## src/rtl/regfile_port_ctrl_pkg.sv

```systemverilog
// Shared types and constants for the register-file port controller.
// Select codes address the three registers; SEL_INV reads as zero.
package regfile_port_ctrl_pkg;

  localparam int DATA_W = 8;

  localparam logic [1:0] SEL_R0  = 2'b00;
  localparam logic [1:0] SEL_R1  = 2'b01;
  localparam logic [1:0] SEL_R2  = 2'b10;
  localparam logic [1:0] SEL_INV = 2'b11;

  typedef struct packed {
    logic [1:0]        sel;
    logic [DATA_W-1:0] data;
  } wr_entry_t;

endpackage

```

## src/rtl/regfile_port_ctrl_sync_fifo.sv

```systemverilog
// Write-request queue; exposes every slot's valid bit and select so
// the arbiter can see pending writes to the register being read.
module sync_fifo #(
  parameter int DEPTH  = 4,
  parameter int DATA_W = 8
) (
  input  logic                  clk,
  input  logic                  rst,
  input  logic                  i_push,
  input  logic [1:0]            i_sel,
  input  logic [DATA_W-1:0]     i_data,
  input  logic                  i_pop,
  output logic                  o_full,
  output logic                  o_empty,
  output logic [$clog2(DEPTH):0] o_count,
  output logic [1:0]            o_head_sel,
  output logic [DATA_W-1:0]     o_head_data,
  output logic [DEPTH-1:0]      o_vld,
  output logic [DEPTH-1:0][1:0] o_sel
);

  localparam int AW = $clog2(DEPTH);
  localparam int CW = AW + 1;

  logic [DEPTH-1:0][1:0]        r_sel;
  logic [DEPTH-1:0][DATA_W-1:0] r_data;
  logic [DEPTH-1:0]             r_vld;
  logic [AW-1:0]                r_wp;
  logic [AW-1:0]                r_rp;
  logic [CW-1:0]                r_cnt;

  logic                         w_push;
  logic                         w_pop;
  logic [DEPTH-1:0]             w_vld_nxt;

  assign o_full  = (r_cnt == CW'(DEPTH));
  assign o_empty = (r_cnt == '0);
  assign w_push  = i_push & ~o_full;
  assign w_pop   = i_pop & ~o_empty;

  always_comb begin
    w_vld_nxt = r_vld;
    if (w_pop)
      w_vld_nxt[r_rp] = 1'b0;
    if (w_push)
      w_vld_nxt[r_wp] = 1'b1;
  end

  always_ff @(posedge clk) begin
    if (rst) begin
      r_wp  <= '0;
      r_rp  <= '0;
      r_cnt <= '0;
      r_vld <= '0;
    end else begin
      r_vld <= w_vld_nxt;
      if (w_push)
        r_wp <= r_wp + 1'b1;
      if (w_pop)
        r_rp <= r_rp + 1'b1;
      r_cnt <= r_cnt + CW'(w_push) - CW'(w_pop);
    end
  end

  // Payload needs no reset; slot validity is tracked in r_vld.
  always_ff @(posedge clk) begin
    if (w_push) begin
      r_sel[r_wp]  <= i_sel;
      r_data[r_wp] <= i_data;
    end
  end

  assign o_count     = r_cnt;
  assign o_head_sel  = r_sel[r_rp];
  assign o_head_data = r_data[r_rp];
  assign o_vld       = r_vld;
  assign o_sel       = r_sel;

endmodule

```

## src/rtl/regfile_port_ctrl.sv

```systemverilog
// Arbitrates reads and queued writes onto the single register-file port.
// Reads win unless they hit a pending write or have starved the queue.
module regfile_port_ctrl #(
  parameter int DEPTH      = 4,
  parameter int DATA_W     = regfile_port_ctrl_pkg::DATA_W,
  parameter int STARVE_MAX = 4
) (
  input  logic                   clk,
  input  logic                   rst,
  input  logic                   wr_valid,
  output logic                   wr_ready,
  input  logic [1:0]             wr_sel,
  input  logic [DATA_W-1:0]      wr_data,
  input  logic                   rd_valid,
  output logic                   rd_ready,
  input  logic [1:0]             rd_sel,
  output logic                   rsp_valid,
  output logic [DATA_W-1:0]      rsp_data,
  output logic                   rf_write,
  output logic [1:0]             rf_sel,
  output logic [DATA_W-1:0]      rf_data,
  input  logic [DATA_W-1:0]      rf_selected,
  output logic [$clog2(DEPTH):0] fifo_count,
  output logic                   drop_err
);

  import regfile_port_ctrl_pkg::*;

  localparam int SW = $clog2(STARVE_MAX + 1);

  logic                    w_full;
  logic                    w_empty;
  logic [1:0]              w_head_sel;
  logic [DATA_W-1:0]       w_head_data;
  logic [DEPTH-1:0]        w_vld;
  logic [DEPTH-1:0][1:0]   w_qsel;
  logic                    w_hazard;
  logic                    w_starved;
  logic                    w_rd_go;
  logic                    w_drain;
  logic                    w_wr_hs;
  logic                    w_push;
  logic                    w_drop;

  logic [SW-1:0]           r_starve;
  logic                    r_rsp_valid;
  logic [DATA_W-1:0]       r_rsp_data;
  logic                    r_drop;

  sync_fifo #(
    .DEPTH  (DEPTH),
    .DATA_W (DATA_W)
  ) u_fifo (
    .clk         (clk),
    .rst         (rst),
    .i_push      (w_push),
    .i_sel       (wr_sel),
    .i_data      (wr_data),
    .i_pop       (w_drain),
    .o_full      (w_full),
    .o_empty     (w_empty),
    .o_count     (fifo_count),
    .o_head_sel  (w_head_sel),
    .o_head_data (w_head_data),
    .o_vld       (w_vld),
    .o_sel       (w_qsel)
  );

  always_comb begin
    w_hazard = 1'b0;
    for (int i = 0; i < DEPTH; i++)
      if (w_vld[i] && (w_qsel[i] == rd_sel))
        w_hazard = 1'b1;
  end

  assign w_starved = (r_starve == SW'(STARVE_MAX));
  assign wr_ready  = ~rst & ~w_full;
  assign rd_ready  = ~rst & ~w_hazard & ~w_starved;
  assign w_rd_go   = rd_valid & rd_ready;
  assign w_drain   = ~rst & ~w_rd_go & ~w_empty;
  assign w_wr_hs   = wr_valid & wr_ready;
  assign w_push    = w_wr_hs & (wr_sel != SEL_INV);
  assign w_drop    = w_wr_hs & (wr_sel == SEL_INV);

  always_comb begin
    rf_write = 1'b0;
    rf_sel   = SEL_R0;
    rf_data  = '0;
    unique case (1'b1)
      w_rd_go: begin
        rf_sel = rd_sel;
      end
      w_drain: begin
        rf_write = 1'b1;
        rf_sel   = w_head_sel;
        rf_data  = w_head_data;
      end
      default: ;
    endcase
  end

  // Counts reads that bypassed a non-empty queue.
  always_ff @(posedge clk) begin
    if (rst)
      r_starve <= '0;
    else if (w_drain || w_empty)
      r_starve <= '0;
    else if (w_rd_go)
      r_starve <= r_starve + 1'b1;
  end

  always_ff @(posedge clk) begin
    if (rst) begin
      r_rsp_valid <= 1'b0;
      r_rsp_data  <= '0;
      r_drop      <= 1'b0;
    end else begin
      r_rsp_valid <= w_rd_go;
      r_drop      <= w_drop;
      if (w_rd_go)
        r_rsp_data <= rf_selected;
    end
  end

  // An in-flight response is squashed by a reset arriving in its cycle.
  assign rsp_valid = r_rsp_valid & ~rst;
  assign rsp_data  = r_rsp_data;
  assign drop_err  = r_drop;

endmodule
```

## config.mk

```make
export PLATFORM = sky130hd
export DESIGN_NAME = regfile_port_ctrl
export DESIGN_NICKNAME = d
export VERILOG_FILES = /design/src/rtl/regfile_port_ctrl_pkg.sv /design/src/rtl/regfile_port_ctrl_sync_fifo.sv /design/src/rtl/regfile_port_ctrl.sv
export SDC_FILE = /design/constraint.sdc
export NUM_CORES = 1
export LEC_CHECK = 0
export CELL_PAD_IN_SITES_DETAIL_PLACEMENT = 0
export CELL_PAD_IN_SITES_GLOBAL_PLACEMENT = 1
export CORE_ASPECT_RATIO = 1.5
export CORE_MARGIN = 3
export CORE_UTILIZATION = 47
export CTS_BUF_LIST = sky130_fd_sc_hd__clkbuf_8
export DETAILED_ROUTE_END_ITERATION = 10
export PLACE_DENSITY_LB_ADDON = 0.12
export SLEW_MARGIN = 40
export SYNTH_ARGS = -nofsm -noshare
export SYNTH_HDL_FRONTEND = slang
export SYNTH_SLANG_ARGS = --single-unit
```

## constraint.sdc

```tcl
create_clock -name clk -period 5.75 [get_ports clk]
set_clock_uncertainty 0.1 [all_clocks]
set_input_delay 0.8625 -clock clk [delete_from_list [all_inputs] [get_ports clk]]
set_output_delay 0.8625 -clock clk [all_outputs]
set_load 0.02 [all_outputs]
```

==> Yosys cells after proc, flatten, opt, wreduce, memory -nomap -nowiden <==
Cells that the tools add are included.
{ "word_totals": {"ff_bits": 64, "latch_bits": 0, "ram_bits": 0, "romBits": 0, "out_inout_bits": 26, "elab_cells": 86, "mem_count": 0} }
{ "op_classes": {"addsub": 5, "multipliers": 0, "n_div": 0, "order_cmp": 4, "n_eq_ne": 8, "shift": 0, "muxes": 23, "bitwise": 21, "n_reduce_logical": 9} }
{ "op_table": {"columns": ["operator", "count"], "rows": [
  ["bitwise mux 32 bit", 1],
  ["two-way mux 8 bit", 3],
  ["binary-select mux 8 bit (select 2 bit)", 1],
  ["demux 8 bit (select 2 bit)", 1],
  ["bitwise AND 1 bit", 12],
  ["bitwise mux 8 bit", 1],
  ["equality test 2 bit", 4],
  ["two-way mux 4 bit", 2],
  ["two-way mux 1 bit", 7],
  ["equality test 3 bit (second input constant)", 2],
  ["logical AND 1 bit", 6],
  ["< comparator 2 x 3 -> 1 bit (second input constant)", 2],
  ["inverter 1 bit", 6],
  ["adder 2 x 1 -> 2 bit (second input constant)", 2],
  ["bitwise AND 4 bit", 1],
  ["binary-select mux 2 bit (select 2 bit)", 1],
  ["demux 1 bit (select 2 bit)", 2],
  ["demux 2 bit (select 2 bit)", 1],
  [">= comparator 2 x 1 -> 1 bit (second input constant)", 2],
  ["two-way mux 2 bit", 2],
  ["inverter 4 bit", 1],
  ["OR 4 bit", 1],
  ["one-hot mux 2 bit (2 select lines)", 1],
  ["adder 3 x 1 -> 3 bit", 1],
  ["other kinds (7)", 7]
]} }

==> Depth between registers and ports, before layout <==
{ "logic_depth": {"depth_word": 17, "ltp_mapped": 13, "mapped_depth_nobuf": 12} }

==> By module <==
Synthesis repeated with hierarchy kept, for this count alone.
{ "unflattened": {"cells_unflattened": 208, "hier_area_um2": 2847.7} }
{ "by_module_without_submodules": {"columns": ["mod", "instances", "cells_each", "area_per_inst_um2", "seq_area_each_um2"], "rows": [
  ["sync_fifo", 1, 125, 2065.7, 1421.4],
  ["regfile_port_ctrl", 1, 83, 782.0, 260.2]
]} }

==> Least setup slack after synthesis <==
No wires, ideal clock.
{ "synth_path": {"kind": "input port to output port", "from": "in rst", "to": "out rf_sel[0]", "arrival_ns": 2.327, "required_ns": 4.788, "setup_slack_ns": 2.461, "stages": 6, "path_buffers": 2, "cell_sequence": "clkbuf_1 a21o_1 a311oi_2 nand4_2 clkbuf_1 o21ai_0"} }
{ "synth_between": {"elab_chain_cells": 8} }
{ "synth_rtl": {"columns": ["item", "line_no", "rtl"], "rows": [
  ["start, declared", "regfile_port_ctrl.sv:9", "input logic rst,"],
  ["inverter 1 bit (*)", "regfile_port_ctrl.sv:78, regfile_port_ctrl.sv:80", null],
  ["bitwise AND 1 bit (2 in a row)", "regfile_port_ctrl.sv:78", "assign rd_ready = ~rst & ~w_hazard & ~w_starved;"],
  ["bitwise AND 1 bit", "regfile_port_ctrl.sv:79", "assign w_rd_go = rd_valid & rd_ready;"],
  ["inverter 1 bit", "regfile_port_ctrl.sv:80", "assign w_drain = ~rst & ~w_rd_go & ~w_empty;"],
  ["bitwise AND 1 bit (2 in a row)", "regfile_port_ctrl.sv:80", null],
  ["one-hot mux 2 bit (2 select lines) (*)", "regfile_port_ctrl.sv:89", "unique case (1'b1)"],
  ["end, declared", "regfile_port_ctrl.sv:20", "output logic [1:0] rf_sel,"]
]} }
Every way passes the cells marked *; elsewhere a longest branch is shown, timed or not.

==> Worst setup path in the final report <==
{ "layout_path": {"from": "in rst", "to": "out rf_data[7]"} }
{ "layout_between": {"elab_chain_cells": 8} }
{ "layout_rtl": {"columns": ["item", "line_no", "rtl"], "rows": [
  ["inverter 1 bit (*)", "regfile_port_ctrl.sv:78, regfile_port_ctrl.sv:80", null],
  ["bitwise AND 1 bit (2 in a row)", "regfile_port_ctrl.sv:78", null],
  ["bitwise AND 1 bit", "regfile_port_ctrl.sv:79", null],
  ["inverter 1 bit", "regfile_port_ctrl.sv:80", null],
  ["bitwise AND 1 bit (*) (2 in a row)", "regfile_port_ctrl.sv:80", null],
  ["two-way mux 8 bit (*)", "regfile_port_ctrl.sv:89", null],
  ["end, declared", "regfile_port_ctrl.sv:21", "output logic [DATA_W-1:0] rf_data,"]
]} }
Marks and branches as above.

==> results_dict.tcl <==
set metrics [dict create \
    wl_um 5356 \
    antenna_cells 0 \
    outcome "finished, final reports clean" \
    rsz0062_at_grt "false" \
    detail_route.vias_per_cell 5.191 \
    clock_sinks 64 \
    whs_path_depth 1 \
    synth_flop_cell "edfxtp_1" \
    ys_types 30 \
    rows 33 \
    grt-ovfl-total 0 \
    total_switching_power_uw 388.5 \
    cap_violations 0 \
    gp_congestion 0.7363 \
    drc 0 \
    vdd_ir_drop_max_mv 0.2345 \
    antenna_left 0 \
    netlist_instances 205 \
    die_h_um 100.7 \
    cts.hold.buffers_added 0 \
    grt_antenna_before_repair 0 \
    die_w_um 69.14 \
    dr_total_vias 1713 \
    cp-end-kind "primary output" \
    grt_usage_pct 16.66 \
    die_area_um2 6962 \
    hold_violations 0 \
    root_buffer "clkbuf_8" \
    criticalPathCategory "in -> out" \
    leakage_nw 1.321 \
    swShare_pct 30.06 \
    max_freq_ghz 0.2320 \
    relSlewSlack_pct 53.62 \
    placed_cells 314 \
    syn_area_per_cell_um2 13.71 \
    synthToLayoutAreaGrowth_pct 25.91 \
    final_cells 330 \
    synth_edf_count 40 \
    pwr-share-clk_pct 28.9 \
    coreArea_um2 5615 \
    numCtsBuffers 9 \
    numPortBuffers 49 \
    maxSlewViolCount 0 \
    p_per_area_nw_per_um2 365.2 \
    wire_per_inst_um 16.23 \
    post_cts_resized 0 \
    clock_latency_ps 330 \
    crit_path_start_kind "input port" \
    timing.final.setup_violations 0 \
    cp.required_ps 4790 \
    syn_nets 242 \
    netlist_area_um2 2810 \
    synth-seq-area-share_pct 59.84 \
    hpwl_um 3739 \
    initial_utilization_pct 50.04 \
    grt_pass1_vias 1764 \
    utilization_pct 63.01 \
    initialDrtViolationCount 75 \
    synth_area_leaders "edfxtp_1, dfxtp_1, mux4_2" \
    power_frac_seq_pct 43.7 \
    cts_setup_buffers 0 \
    cp.arrival_ps 3350 \
    layout.nets 292 \
    setup_tns_ps 0 \
    ys_ff_latch 64 \
    cts.clk_slew.worst_paths_ps 70 \
    holdCritPathClass "reg -> reg" \
    power_frac_comb_pct 27.4 \
    drive_gt1_share_pct 14.23 \
    grt_max_degree 27 \
    io_pins 50 \
    min_period_ps 4311 \
    yosysMostFrequentCell "edfxtp_1" \
    first_pass_iters 4 \
    cts_tree "yes" \
    worstPathMaxFanout 26 \
    tightest_slew_ps 694.7 \
    synth_top_cell_area_share_pct 42.74 \
    yosysTopAreaCell "edfxtp_1" \
    power.total_mw 1.292 \
    async_flop_share_pct 0 \
    yosys_warnings 0 \
    synth_common_cells "edfxtp_1, dfxtp_1, inv_1" \
    htree_levels 3 \
    p_int_uw 903.8 \
    clockBufferDepth 2 \
    fin_crit_sh_pct 74.98 \
    r2r_cells 13 \
    grt_pass1_wl_um 8880 \
]
stage by stage:
step,setup WS (ps),instance area [µm²],hold WS (ps)
6_report,1439,3538,387.0
3_3_place_gp,1475,3339,364.9
4_1_cts,1412,3537,388.6
5_1_grt,1255,3538,423.6
2_1_floorplan,2461,2810,329.4
3_5_place_dp,1444,3342,378.3
flip-flops by register name, summed over array words and instances (netlist names):
register / count
u_fifo.o_count: 3
u_fifo.o_sel: 8
r_rsp_valid: 1
rsp_data: 8
drop_err: 1
u_fifo.r_data: 32
u_fifo.r_rp: 2
u_fifo.o_vld: 4
u_fifo.r_wp: 2
r_starve: 3
area by class of cell:
cell class	count	area [µm²]
Timing Repair Buffer	51	505.5
Sequential cell	64	1683
Inverter	19	71.32
Multi-Input combinational cell	110	996.0
Tap cell	70	87.58
Fill cell	477	2077
Clock buffer	9	123.9
Clock inverter	7	71.32
metal layers:
metal / up-vias / GRT usage [%] / wire (µm)
met3: 6 / 4.192 / 239
met2: 49 / 29.26 / 2859
met5: - / 0 / 0
met1: 830 / 19.22 / 2183
met4: 0 / 7.218 / 74
li1: 828 / - / -
critical path: stages:
cell	delay, ps
clkdlybuf4s50_1	400
buf_4	230
a21o_1	210
a311oi_2	280
nand4_2	350
buf_4	330
and3_1	160
clkdlybuf4s50_1	530
layout by cell type, fill, tap and decap left out, types with 2 or more instances in the layout:
| cell | n |
|---|---|
| a21oi_1 | 5 |
| a311oi_2 | 5 |
| a31oi_1 | 2 |
| and3_1 | 9 |
| buf_4 | 2 |
| clkbuf_8 | 9 |
| clkdlybuf4s50_1 | 49 |
| clkinvlp_4 | 2 |
| dfxtp_1 | 23 |
| edfxtp_1 | 40 |
| ha_1 | 12 |
| inv_1 | 19 |
| mux2i_1 | 10 |
| mux4_2 | 10 |
| nand2_1 | 6 |
| nand2b_1 | 2 |
| nand3_1 | 5 |
| nor2_1 | 16 |
| nor2b_1 | 3 |
| nor3_1 | 2 |
| o21ai_0 | 2 |
| xnor2_1 | 12 |
logic make-up after synthesis:
logic type / after synthesis / share of synthesized area [%]
compound gates: 15 / 4.630
buf+inv: 31 / 4.808
mux: 21 / 11.98
fa+ha+maj: 13 / 6.055
xor+xnor: 12 / 3.740
flops: 64 / 59.84
simple gates: 49 / 8.949
power groups by stage:
stage               clock network (mW)  logic (mW)  registers (mW)
floorplan                            0       0.237           0.564
global placement                     0       0.356           0.575
detailed placement                   0       0.358           0.576
CTS                              0.382       0.361           0.566
global route                     0.405       0.387           0.572
finish                           0.374       0.354           0.565
worst paths after layout:
check	start	slack (ps)	endpoint
worst max-delay path	rst	1440	rf_data[7]
worst max register to register	r_starve[0]	2500	u_fifo.o_count[2]
worst min register to register	r_starve[0]	390	r_starve[0]
worst min-delay path	r_starve[0]	390	r_starve[0]
Note: power is estimated with default switching activity, not from simulation.
